==> src/rtl/fir_coef_ctrl.sv <==
// Coefficient-update controller between the I2C slave and the FIR datapath.
// Decodes byte events, supplies ACK/NACK, stages 2*NTAPS bytes, and commits on sample_tick_in.
// Optional macro FIR_COEF_CHKSUM_EN adds a trailing checksum byte (8-bit sum of frame must be 0).
module fir_coef_ctrl #(
  parameter int         NTAPS    = 4,
  parameter logic [6:0] DEV_ADDR = 7'h42
) (
  input  logic                 clk,
  input  logic                 rst,
  input  logic                 start_in,
  input  logic                 stop_in,
  input  logic                 valid_in,
  input  logic [NTAPS*16-1:0]  data_in,
  output logic                 ack_out,
  input  logic                 sample_tick_in,
  output logic [NTAPS*16-1:0]  coef_out,
  output logic                 coef_update_out,
  output logic                 coef_valid_out,
  output logic                 busy_out,
  output logic                 err_out
);

  localparam int W      = NTAPS * 16;
  localparam int NBYTES = 2 * NTAPS;
  localparam int CW     = $clog2(NBYTES + 2);
`ifdef FIR_COEF_CHKSUM_EN
  localparam int NFRAME = NBYTES + 1;
`else
  localparam int NFRAME = NBYTES;
`endif
  localparam logic [CW-1:0] CNT_NB  = CW'(NBYTES);
  localparam logic [CW-1:0] CNT_LIM = CW'(NFRAME);

  typedef enum logic [2:0] {IDLE, ADDR, DATA, SKIP, PEND} state_t;

  state_t         state_q, state_d;
  logic [CW-1:0]  cnt_q, cnt_d;
  logic [W-1:0]   stage_q, stage_d;
  logic [W-1:0]   coef_q, coef_d;
  logic           upd_q, upd_d;
  logic           cvld_q, cvld_d;
  logic           err_q, err_d;
`ifdef FIR_COEF_CHKSUM_EN
  logic [7:0]     sum_q, sum_d;
`endif

  logic [7:0] byte_w;
  logic       addr_ok;
  logic       frame_ok;
  logic       unused_data;

  // Only the low byte of the slave shift register carries the received byte.
  assign byte_w      = data_in[7:0];
  assign unused_data = ^data_in[W-1:8];
  assign addr_ok     = (byte_w[7:1] == DEV_ADDR) && !byte_w[0];

`ifdef FIR_COEF_CHKSUM_EN
  assign frame_ok = (cnt_q == CNT_LIM) && (sum_q == 8'h00);
`else
  assign frame_ok = (cnt_q == CNT_NB);
`endif

  // ACK/NACK decision; combinational so it follows data_in during the ACK bit.
  always_comb begin
    ack_out = 1'b1;
    case (state_q)
      ADDR:    ack_out = !addr_ok;
      DATA:    ack_out = (cnt_q >= CNT_LIM);
      default: ack_out = 1'b1;
    endcase
  end

  // Frame decode: next state, byte staging and the sample-aligned commit.
  always_comb begin
    state_d = state_q;
    cnt_d   = cnt_q;
    stage_d = stage_q;
    coef_d  = coef_q;
    upd_d   = 1'b0;
    cvld_d  = cvld_q;
    err_d   = 1'b0;
`ifdef FIR_COEF_CHKSUM_EN
    sum_d   = sum_q;
`endif
    if (start_in && state_q != PEND) begin
      // (Repeated) START throws away whatever was staged and restarts the frame.
      state_d = ADDR;
      cnt_d   = '0;
      stage_d = '0;
`ifdef FIR_COEF_CHKSUM_EN
      sum_d   = 8'h00;
`endif
    end else begin
      case (state_q)
        IDLE: state_d = IDLE;
        ADDR: begin
          if (stop_in)       state_d = IDLE;
          else if (valid_in) state_d = addr_ok ? DATA : SKIP;
        end
        DATA: begin
          if (stop_in) begin
            if (frame_ok) begin
              state_d = PEND;
            end else begin
              state_d = IDLE;
              err_d   = 1'b1;
            end
          end else if (valid_in && cnt_q < CNT_LIM) begin
            // The checksum byte (if any) is summed but never staged.
            if (cnt_q < CNT_NB) stage_d = {stage_q[W-9:0], byte_w};
            cnt_d = cnt_q + 1'b1;
`ifdef FIR_COEF_CHKSUM_EN
            sum_d = sum_q + byte_w;
`endif
          end
        end
        SKIP: begin
          if (stop_in) state_d = IDLE;
        end
        PEND: begin
          // Commit lands exactly on a sample boundary; START/STOP are ignored meanwhile.
          if (sample_tick_in) begin
            state_d = IDLE;
            coef_d  = stage_q;
            upd_d   = 1'b1;
            cvld_d  = 1'b1;
          end
        end
        default: state_d = IDLE;
      endcase
    end
  end

  // State and output registers with synchronous reset.
  always_ff @(posedge clk) begin
    if (rst) begin
      state_q <= IDLE;
      cnt_q   <= '0;
      stage_q <= '0;
      coef_q  <= '0;
      upd_q   <= 1'b0;
      cvld_q  <= 1'b0;
      err_q   <= 1'b0;
`ifdef FIR_COEF_CHKSUM_EN
      sum_q   <= 8'h00;
`endif
    end else begin
      state_q <= state_d;
      cnt_q   <= cnt_d;
      stage_q <= stage_d;
      coef_q  <= coef_d;
      upd_q   <= upd_d;
      cvld_q  <= cvld_d;
      err_q   <= err_d;
`ifdef FIR_COEF_CHKSUM_EN
      sum_q   <= sum_d;
`endif
    end
  end

  assign coef_out        = coef_q;
  assign coef_update_out = upd_q;
  assign coef_valid_out  = cvld_q;
  assign err_out         = err_q;
  assign busy_out        = (state_q != IDLE);

endmodule

==> config.mk <==
export PLATFORM = sky130hd
export DESIGN_NAME = fir_coef_ctrl
export DESIGN_NICKNAME = d
export VERILOG_FILES = /design/src/rtl/fir_coef_ctrl.sv
export SDC_FILE = /design/constraint.sdc
export NUM_CORES = 1
export LEC_CHECK = 0
export BUFFER_PORTS_ARGS = -buffer_cell sky130_fd_sc_hd__buf_2
export CAP_MARGIN = 20
export CORE_MARGIN = 4
export CORE_UTILIZATION = 50
export CTS_BUF_LIST = sky130_fd_sc_hd__clkbuf_4 sky130_fd_sc_hd__clkbuf_8
export CTS_CLUSTER_DIAMETER = 100
export CTS_CLUSTER_SIZE = 40
export DETAILED_ROUTE_END_ITERATION = 16
export HOLD_SLACK_MARGIN = 0.02
export PLACE_DENSITY = 0.81
export REMOVE_ABC_BUFFERS = 1
export SETUP_SLACK_MARGIN = 0.15
export SYNTH_ARGS = -nofsm -noshare
export SYNTH_HDL_FRONTEND = slang
export SYNTH_SLANG_ARGS = --single-unit
==> constraint.sdc <==
create_clock -name clk -period 1.85 [get_ports clk]
set_clock_uncertainty 0.2 [all_clocks]
set_input_delay 0.185 -clock clk [delete_from_list [all_inputs] [get_ports clk]]
set_output_delay 0.185 -clock clk [all_outputs]
set_load 0.02 [all_outputs]
; ---- Yosys cells after proc, flatten, opt, wreduce, memory -nomap -nowiden
; Index checks and enable logic that the tools add are counted.
[word_totals]
register_bits = 138
latch_bits = 0
mem_bits_rw = 0
mem_bits_ro = 0
inputBits = 70
out_inout_bits = 69
n_memories = 0
[classes]
n_addsub = 1
mul = 0
n_div = 0
n_lt_le_gt_ge = 2
n_eq_ne = 15
n_shift = 0
mux = 12
bitwise = 4
reduce_logical = 14
[op_table]
columns = cell, n
row1 = 2-to-1 mux 3 bit, 6
row2 = "inequality test 3 bit, second input constant", 5
row3 = one-hot mux 3 bit (4 select lines), 1
row4 = AND reduction 4 bit, 3
row5 = "== test 7 bit, second input constant", 1
row6 = "== test 3 x 2 -> 1 bit, second input constant", 2
row7 = "inequality test 2 bit, second input constant", 3
row8 = AND reduction 3 bit, 2
row9 = "adder 4 x 1 -> 4 bit, second input constant", 1
row10 = "== test 4 bit, second input constant", 1
row11 = ">= comparator 4 bit, second input constant", 1
row12 = "less-than comparator 4 bit, second input constant", 1
row13 = 2-to-1 mux 1 bit, 4
row14 = "inequality test 4 bit, second input constant", 1
row15 = NOT 1 bit, 4
row16 = OR reduction 4 bit, 1
row17 = "== test 3 x 1 -> 1 bit, second input constant", 1
row18 = "== test 3 bit, second input constant", 1
row19 = logical AND 1 bit, 3
row20 = nonzero test 3 bit, 1
row21 = OR reduction 3 bit, 1
row22 = logical NOT 1 bit, 2
row23 = one-hot mux 1 bit (2 select lines), 1
row24 = OR reduction 2 bit, 1

; ---- Depth between registers and ports, before layout
; Gate-level depths: netlist of run 1.
[depth]
ltp_word = 7
depth_mapped = 7
depth_no_buf = 5

; ---- Worst setup path before layout of run 1
; No wires, ideal clock.
[synth_path]
path_kind = reg2reg
start = reg state_q[2]
end = reg stage_q[29]
setup_ps = 66
t_arrival_ps = 1251
required_time_ps = 1584
setup_slack_ps = 333
path_stages_with_launch = 8
n_path_buf = 3
period_less_slack_ps = 1517
cell_sequence = dfxtp_1 buf_6 nor3b_4 and2_4 buf_12 buf_12 nand2_2 a21oi_2
[synth_between]
elab_chain_len = 3
word_cells_on_any_way = 5
classes_between = eq/ne (2) / reduce/logical (3)
[synth_rtl]
columns = item, line
row1 = "start, declared", 36  ; state_t state_q, state_d;
row2 = "start signal, assigned", 148  ; state_q <= state_d;
row3 = inequality test 3 bit, 85  ; if (start_in && state_q != PEND) begin
row4 = logical AND 1 bit, 85
row5 = OR reduction 2 bit (no line), -
row6 = "end signal, assigned", 150  ; stage_q <= stage_d;
row7 = "end, declared", 38  ; logic [W-1:0] stage_q, stage_d;
; Several ways; a longest one is shown, not always the timed one.
; A chain may end at the register's enable or synchronous reset.

; ---- Worst setup path after layout of run 1
[layout_path]
start = reg state_q[1]
end = reg stage_q[39]
; Same word-level chain as after synthesis.

==> reports/metrics.cfg, run 1 <==
[logic_synthesis]
synth_warnings = 0
synth_top_family_by_area = simple AND/OR/NAND/NOR gates
synthAdderAreaFrac_pct = 0.477
muxShareOfSynthArea_pct = 0
synth_cells = 620
synth_cell_types = 33
synth_compound_area_share_pct = 16.1
synth_edf_count = 0
synthFlopType = dfxtp_1
ys_seq_area_share_pct = 52.6
ys_seq_elements = 138
netlist_area_um2 = 5250
synthXorXnorAreaFrac_pct = 0.334
synth-simple-area-share_pct = 24.3
avgSynthCellArea_um2 = 8.47
async_flop_share_pct = 0

[place]
gp_congestion = 0.788
dp_slack_ns = 0.137
dp.cells = 806
io_buffers = 82
detailed_place_hpwl_mm = 7.28

[setup_path]
rr_endpoint = stage_q[39]
cp-end-kind = register
path_max_fanout = 8
crit_end = stage_q[39]
ff2ff_path_depth = 8
crit_type = reg -> reg
r2r_slack_ns = -0.02
rr_startpoint = state_q[1]
worstPathArrival_ns = 2.03
cp-start-kind = register
startpoint = state_q[1]
crit_required_ns = 2.01

[run]
drv_cap = 0

[route]
vias = 4637
drt_wl_total_mm = 14.2
viasPerCell = 5.25
routedWlPerCell_um = 16.1
first_iter_violations = 271
postRouteAntennaNets = 0
dr.pass1.iters = 4
drc_errors = 0

[power]
clockPowerShare_pct = 47.0
intPower_mw = 4.63
p_comb_share_pct = 3.2
ir_worst_vdd_mv = 0.415
swShare_pct = 22.2
p_leak_nw = 3.40
p_switching_mw = 1.32
power_frac_seq_pct = 49.8
power-per-cell-area_nw_per_um2 = 808

[floorplanning]
die_width_um = 110
die-area_um2 = 12200
ios = 139
core_area_um2 = 10300
die_y_um = 110
initial_core_util_pct = 51.1
rows = 37

[timing]
relSlewSlack_pct = 62.5
layout_min_cycle_time_ns = 1.87
hold_slack_ns = 0.0779
finalSetupTns_ns = -0.0158
hold_violations = 0
setup_slack_ns = -0.0158
slew_violations = 0
rsz0062_at_grt = true
finalSetupViolCount = 1
min_period_over_period_pct = 101
max_clock_freq_mhz = 536
worst_pin_slew_ns = 0.555

[run_status]
status = complete, but fails checks
violations = setup timing

[layout]
post_layout_nonfiller_instances = 883
drive_gt1_share_pct = 40.7
n_antenna_cell = 0
syn2layout_area_growth_pct = 40.3
nNetsFinal = 806

[global_routing]
grt_pass1_wl_mm = 19.5
antenna_found_initial = 0
first_global_vias = 4322
grt_overflow = 0
grt_max_degree = 38
grt_usage_pct = 19.0

[clock_tree]
htree_levels = 4
clock-sinks = 138
cts_tree = built
clkTransAtPathRegs_ns = 0.08
clock_path_buffers = 2
cts_buffers = 17
clk_latency_ns = 0.44
root_buffer = clkbuf_8

[hold_path]
holdCritPathClass = in -> reg

-- cell usage after synthesis (2+ instances only) --
| master | count | share of area [%] |
|---|---|---|
| nor3b_4 | 2 | 0.71 |
| buf_4 | 6 | 0.86 |
| clkbuf_1 | 13 | 0.93 |
| dfxtp_1 | 138 | 53 |
| nand2b_1 | 2 | 0.24 |
| a21oi_2 | 40 | 6.7 |
| nor2_1 | 12 | 0.86 |
| a31oi_1 | 2 | 0.24 |
| buf_2 | 21 | 2.0 |
| buf_12 | 5 | 1.9 |
| nand2_1 | 222 | 16 |
| a21oi_1 | 92 | 8.8 |
| nand3_1 | 3 | 0.29 |
| inv_1 | 3 | 0.21 |
| ha_1 | 2 | 0.48 |
| nand2_2 | 40 | 4.8 |
-- critical path: stages, from the launching register on --
cell	delay, ns
dfxtp_4	0.38
nor3b_4	0.21
buf_4	0.15
buf_6	0.10
and2_4	0.23
buf_12	0.14
clkbuf_16	0.18
nand2_4	0.06
a21oi_2	0.15
-- registers in the layout, indices dropped and copies added (netlist names) --
register / cells
coef_update_out: 1
cnt_q: 4
err_out: 1
stage_q: 64
coef_valid_out: 1
coef_out: 64
state_q: 3
-- power by group through the flow --
stage               logic, mW  registers (mW)  clock network [mW]
global route            0.198            2.97                2.96
global placement        0.121            3.04                   0
finish                  0.188            2.97                2.80
CTS                     0.154            2.97                2.80
detailed placement      0.124            3.04                   0
floorplan              0.0457            3.04                   0
-- layout by cell type (no fill, tap or decap), drive strengths merged, types with 2 or more instances in the layout --
cell type	synthesis	layout
dlygate4sd3	0	13
clkinv	0	3
buf	33	117
nand3	3	3
nand2b	2	2
nor2	12	12
clkinvlp	0	3
a31oi	2	2
a21oi	132	132
bufinv	0	4
nor3b	2	2
dfxtp	138	138
clkbuf	13	30
ha	2	2
nand2	262	263
inv	3	5
-- cell type report --
cell class              count  area, um2
multi-input cells         434       2670
repair buffers            140       1280
clock buffers              20        275
clock inverters            12        186
flip-flops and latches    138       2780
well taps                 136        170
inverters                   3       11.3
fillers                   761       2910
-- logic make-up after synthesis --
group                    count (synthesis)
XOR/XNOR                                 2
flip-flops                             138
AO/OA/AOI/OAI                          137
adder cells (fa/ha/maj)                  2
AND/OR/NAND/NOR                        292
buffers and inverters                   49
-- worst min-delay path by stage --
stage	from	endpoint	slack, ns	depth (start not counted)
after global placement	stop_in	state_q[1]	0.23	2
after detailed placement	coef_out[52]	coef_out[52]	0.25	2
after CTS	data_in[2]	state_q[0]	0.06	4
after floorplan	rst	coef_out[0]	0.05	1
after global routing	data_in[2]	state_q[0]	0.1	4
final	data_in[2]	state_q[0]	0.08	4
-- repair_timing --
action,4_1_cts,5_1_grt
endpoints found under the setup margin,9,93
resized for setup,15,131
cloned,1,14
pin swaps,4,72
buffers inserted,6,11
hold buffers,13,0
hold endpoints to repair,16,0
-- layer usage --
layer	routed length, um	part of all wire [%]	track usage [%]	up-vias
li1	-	-	-	2242
met1	5790	41	23.2	2211
met2	7340	52	31.7	157
met3	792	5.6	5.42	27
met4	267	1.9	6.98	0
met5	0	0	0	-
-- metrics by stage --
| stage | utilization (%) | total power [mW] | area, um2 |
|---|---|---|---|
| CTS | 62.4 | 5.93 | 6410 |
| finish | 71.7 | 5.95 | 7370 |
| detailed placement | 55.5 | 3.17 | 5710 |
| global route | 71.7 | 6.13 | 7370 |
| global placement | 55.5 | 3.16 | 5710 |
| floorplan | - | 3.09 | 4940 |
No activity file was read; power rests on OpenSTA's default activity.
==> run 2: changes to the inputs <==
ABC_AREA = 1   (was unset)
CAP_MARGIN = unset   (was 20)
==> run 2 against run 1 <==
Against the previous run: the flow now finishes without violations; cell count fell by 2.6%; first-iteration DRC count decreased by 12%; core utilization shrank 8.3 points; combinational power barely moved; critical endpoint is now ack_out.
==> reports/metrics.cfg, run 2 <==
[route]
routedWlPerCell_um = 12.6  ; -22%
postRouteAntennaNets = 0  ; unchanged
drc_errors = 0  ; unchanged
dr.pass1.iters = 6  ; +2
drt_wl_total_mm = 10.8  ; -24%
vias = 4256  ; -8.2%
first_iter_violations = 238  ; -12%
viasPerCell = 4.95  ; -5.8%

[layout]
nNetsFinal = 787  ; -2.4%
final_common_cell = dfxtp_1
layout_common_cells = dfxtp_1 (135), nand2_1 (119), a21oi_1 (111), buf_2 (81), inv_1 (72)
fillers = 845  ; +11%
final_core_util_pct = 63.4  ; -8.3 points
drive_gt1_share_pct = 25.9  ; -15 points
syn2layout_area_growth_pct = 21.6
finalInstanceArea_um2 = 6310  ; -14%
n_antenna_cell = 0  ; unchanged

[logic_synthesis]
yosys.area.top_type_share_pct = 53.3  ; +0.66 points
avgSynthCellArea_um2 = 8.23  ; -2.8%
synth_warnings = 0  ; unchanged
yosysMostFrequentCell = dfxtp_1
synth_cell_types = 30  ; -9.1%
yosys-top-cells-area = dfxtp_1 (53%), a21oi_1 (11%), nand2_1 (8.7%)
async_flop_share_pct = 0  ; unchanged
synthTopCellsByCount = dfxtp_1 (138), nand2_1 (120), a21oi_1 (111), inv_1 (75), o21ai_0 (54)
synthFlopType = dfxtp_1
netlist_area_um2 = 5190  ; -1.2%
ys_seq_area_share_pct = 53.3  ; +0.66 points
ys_seq_elements = 138  ; unchanged
yosysTopAreaCell = dfxtp_1
synth_edf_count = 0  ; unchanged
synth_cells = 630  ; +1.6%

[power]
intPower_mw = 4.57  ; -1.4%
clockPowerShare_pct = 45.3  ; -1.7 points
p_switching_mw = 1.21  ; -8.3%
power.total_mw = 5.78  ; -2.9%
p_leak_nw = 2.35  ; -31%
ir_worst_vdd_mv = 0.464  ; +12%
power-per-cell-area_nw_per_um2 = 916  ; +13%
power_frac_seq_pct = 51.4  ; +1.6 points
swShare_pct = 21.0  ; -1.2 points
p_comb_share_pct = 3.3  ; about the same

[place]
dp_slack_ns = 0.160  ; +0.0228 ns
io_buffers = 82  ; unchanged
dpl_cell_area_um2 = 5650  ; -0.92%
detailed_place_hpwl_mm = 6.74  ; -7.4%
gp_congestion = 0.922  ; +17%

[timing]
setup_slack_ns = 0.0621  ; +0.0779 ns
min_period_over_period_pct = 96.6  ; -4.2 points
layout_min_cycle_time_ns = 1.79  ; -0.0779 ns
worst_pin_slew_ns = 0.361  ; -0.194 ns
rsz0062_at_grt = true
finalSetupViolCount = 0  ; -1
max_clock_freq_mhz = 559  ; +4.4%
slew_violations = 0  ; unchanged
hold_violations = 0  ; unchanged
relSlewSlack_pct = 76.0  ; +13 points
finalSetupTns_ns = 0  ; +0.0158 ns

[run]
drv_cap = 0  ; unchanged

[clock_tree]
clk_latency_ns = 0.42  ; -0.02 ns
root_buffer = clkbuf_8
cts_buffers = 17  ; unchanged
clock-sinks = 138  ; unchanged
cts_tree = built
clkTransAtPathRegs_ns = 0.07  ; about the same
htree_levels = 4  ; unchanged
clock_path_buffers = 2  ; unchanged

[global_routing]
grt_overflow = 0  ; unchanged
antenna_found_initial = 0  ; unchanged
grt_max_degree = 73  ; +92%
grt_usage_pct = 18.5  ; -0.48 points
first_global_vias = 4130  ; -4.4%
grt_pass1_wl_mm = 18.0  ; -7.6%

[setup_path]
cp-end-kind = output pin
cp-start-kind = register
crit_required_ns = 1.46  ; -0.55 ns
worstPathArrival_ns = 1.40  ; -0.63 ns
path_max_fanout = 3  ; -5
crit_type = reg -> out
r2r_slack_ns = 0.15  ; +0.17 ns

[floorplanning]
rows = 36  ; -2.7%
initial_core_util_pct = 52.1  ; +1.0 points
core_area_um2 = 9950  ; -3.1%
ios = 139  ; unchanged
die-area_um2 = 12100  ; -1.1%
die_width_um = 110  ; -0.57%
die_y_um = 110  ; -0.57%

[hold_path]
holdCritPathClass = reg -> reg

[run_status]
status = complete, no violations

[run 2: cell count changes in the layout (fill, tap and decap cells not counted), sizes merged, moves of 2 or more]
cell and delta:
nor3 +3, clkinv +2, nand3 +2, nand2 -121, clkbuf -10, buf -23, inv +74, o21ai +67
nand2b -2, a211oi +3
[run 2: worst paths after layout]
check / to / startpoint / cells after the start
setup / recovery: ack_out / state_q[0] / 5
hold / removal: coef_out[44] / coef_out[44] / 2
setup reg to reg: stage_q[1] / state_q[1] / 6
hold reg to reg: coef_out[44] / coef_out[44] / 2
[run 2: cell type report]
| class | count | area, um2 | area share, % |
|---|---|---|---|
| timing repair buffer | 108 | 713 | 11.3 |
| inverter | 79 | 302 | 4.78 |
| clock inverter | 11 | 171 | 2.72 |
| multi-input combinational | 371 | 1920 | 30.5 |
| tap | 133 | 166 | 2.64 |
| sequential | 138 | 2770 | 43.9 |
| clock buffer | 20 | 263 | 4.17 |
[run 2: what timing repair did]
| item | CTS | global route |
|---|---|---|
| hold buffers | 14 | 0 |
| buffers inserted | 2 | 0 |
| cloned | 0 | 0 |
| setup endpoints to repair | 8 | 86 |
| endpoints found under the hold margin | 14 | 0 |
| gates resized for setup | 12 | 13 |
| pin swaps | 2 | 0 |
[run 2: per-stage QoR]
stage	std cells	hold WS, ns
3_3_place_gp	813	0.195
4_1_cts	860	0.244
3_5_place_dp	813	0.200
6_report	860	0.241
2_1_floorplan	588	0.0541
5_1_grt	860	0.266
[run 2: power by group through the flow]
stage               registers (mW)  logic (mW)  clock network, mW
floorplan                     3.04      0.0903                  0
global placement              3.04       0.153                  0
detailed placement            3.04       0.155                  0
CTS                           2.97       0.180               2.68
global route                  2.97       0.213               2.80
finish                        2.97       0.190               2.62
[run 2: metal layers]
metal | global-route usage [%] | vias up | wire length [um] | share of wire (%)
met1 | 22.7 | 1940 | 4800 | 44
met4 | 6.68 | 0 | 180 | 1.7
li1 | - | 2189 | - | -
met3 | 5.05 | 20 | 525 | 4.9
met5 | 0 | - | 0 | 0
met2 | 30.9 | 107 | 5290 | 49
[run 2: kinds of logic after synthesis]
kind of cell,share of synthesized area (%)
buffers and inverters,10.8
adder cells (fa/ha/maj),0.482
flip-flops,53.3
AO/OA/AOI/OAI,21.3
AND/OR/NAND/NOR,14.1
[run 2: critical path: stages (launching register included)]
cell and delay [ns]:
dfxtp_2 0.36, inv_2 0.07, nor2_4 0.12, nand2_4 0.09
a31oi_2 0.18, buf_4 0.18
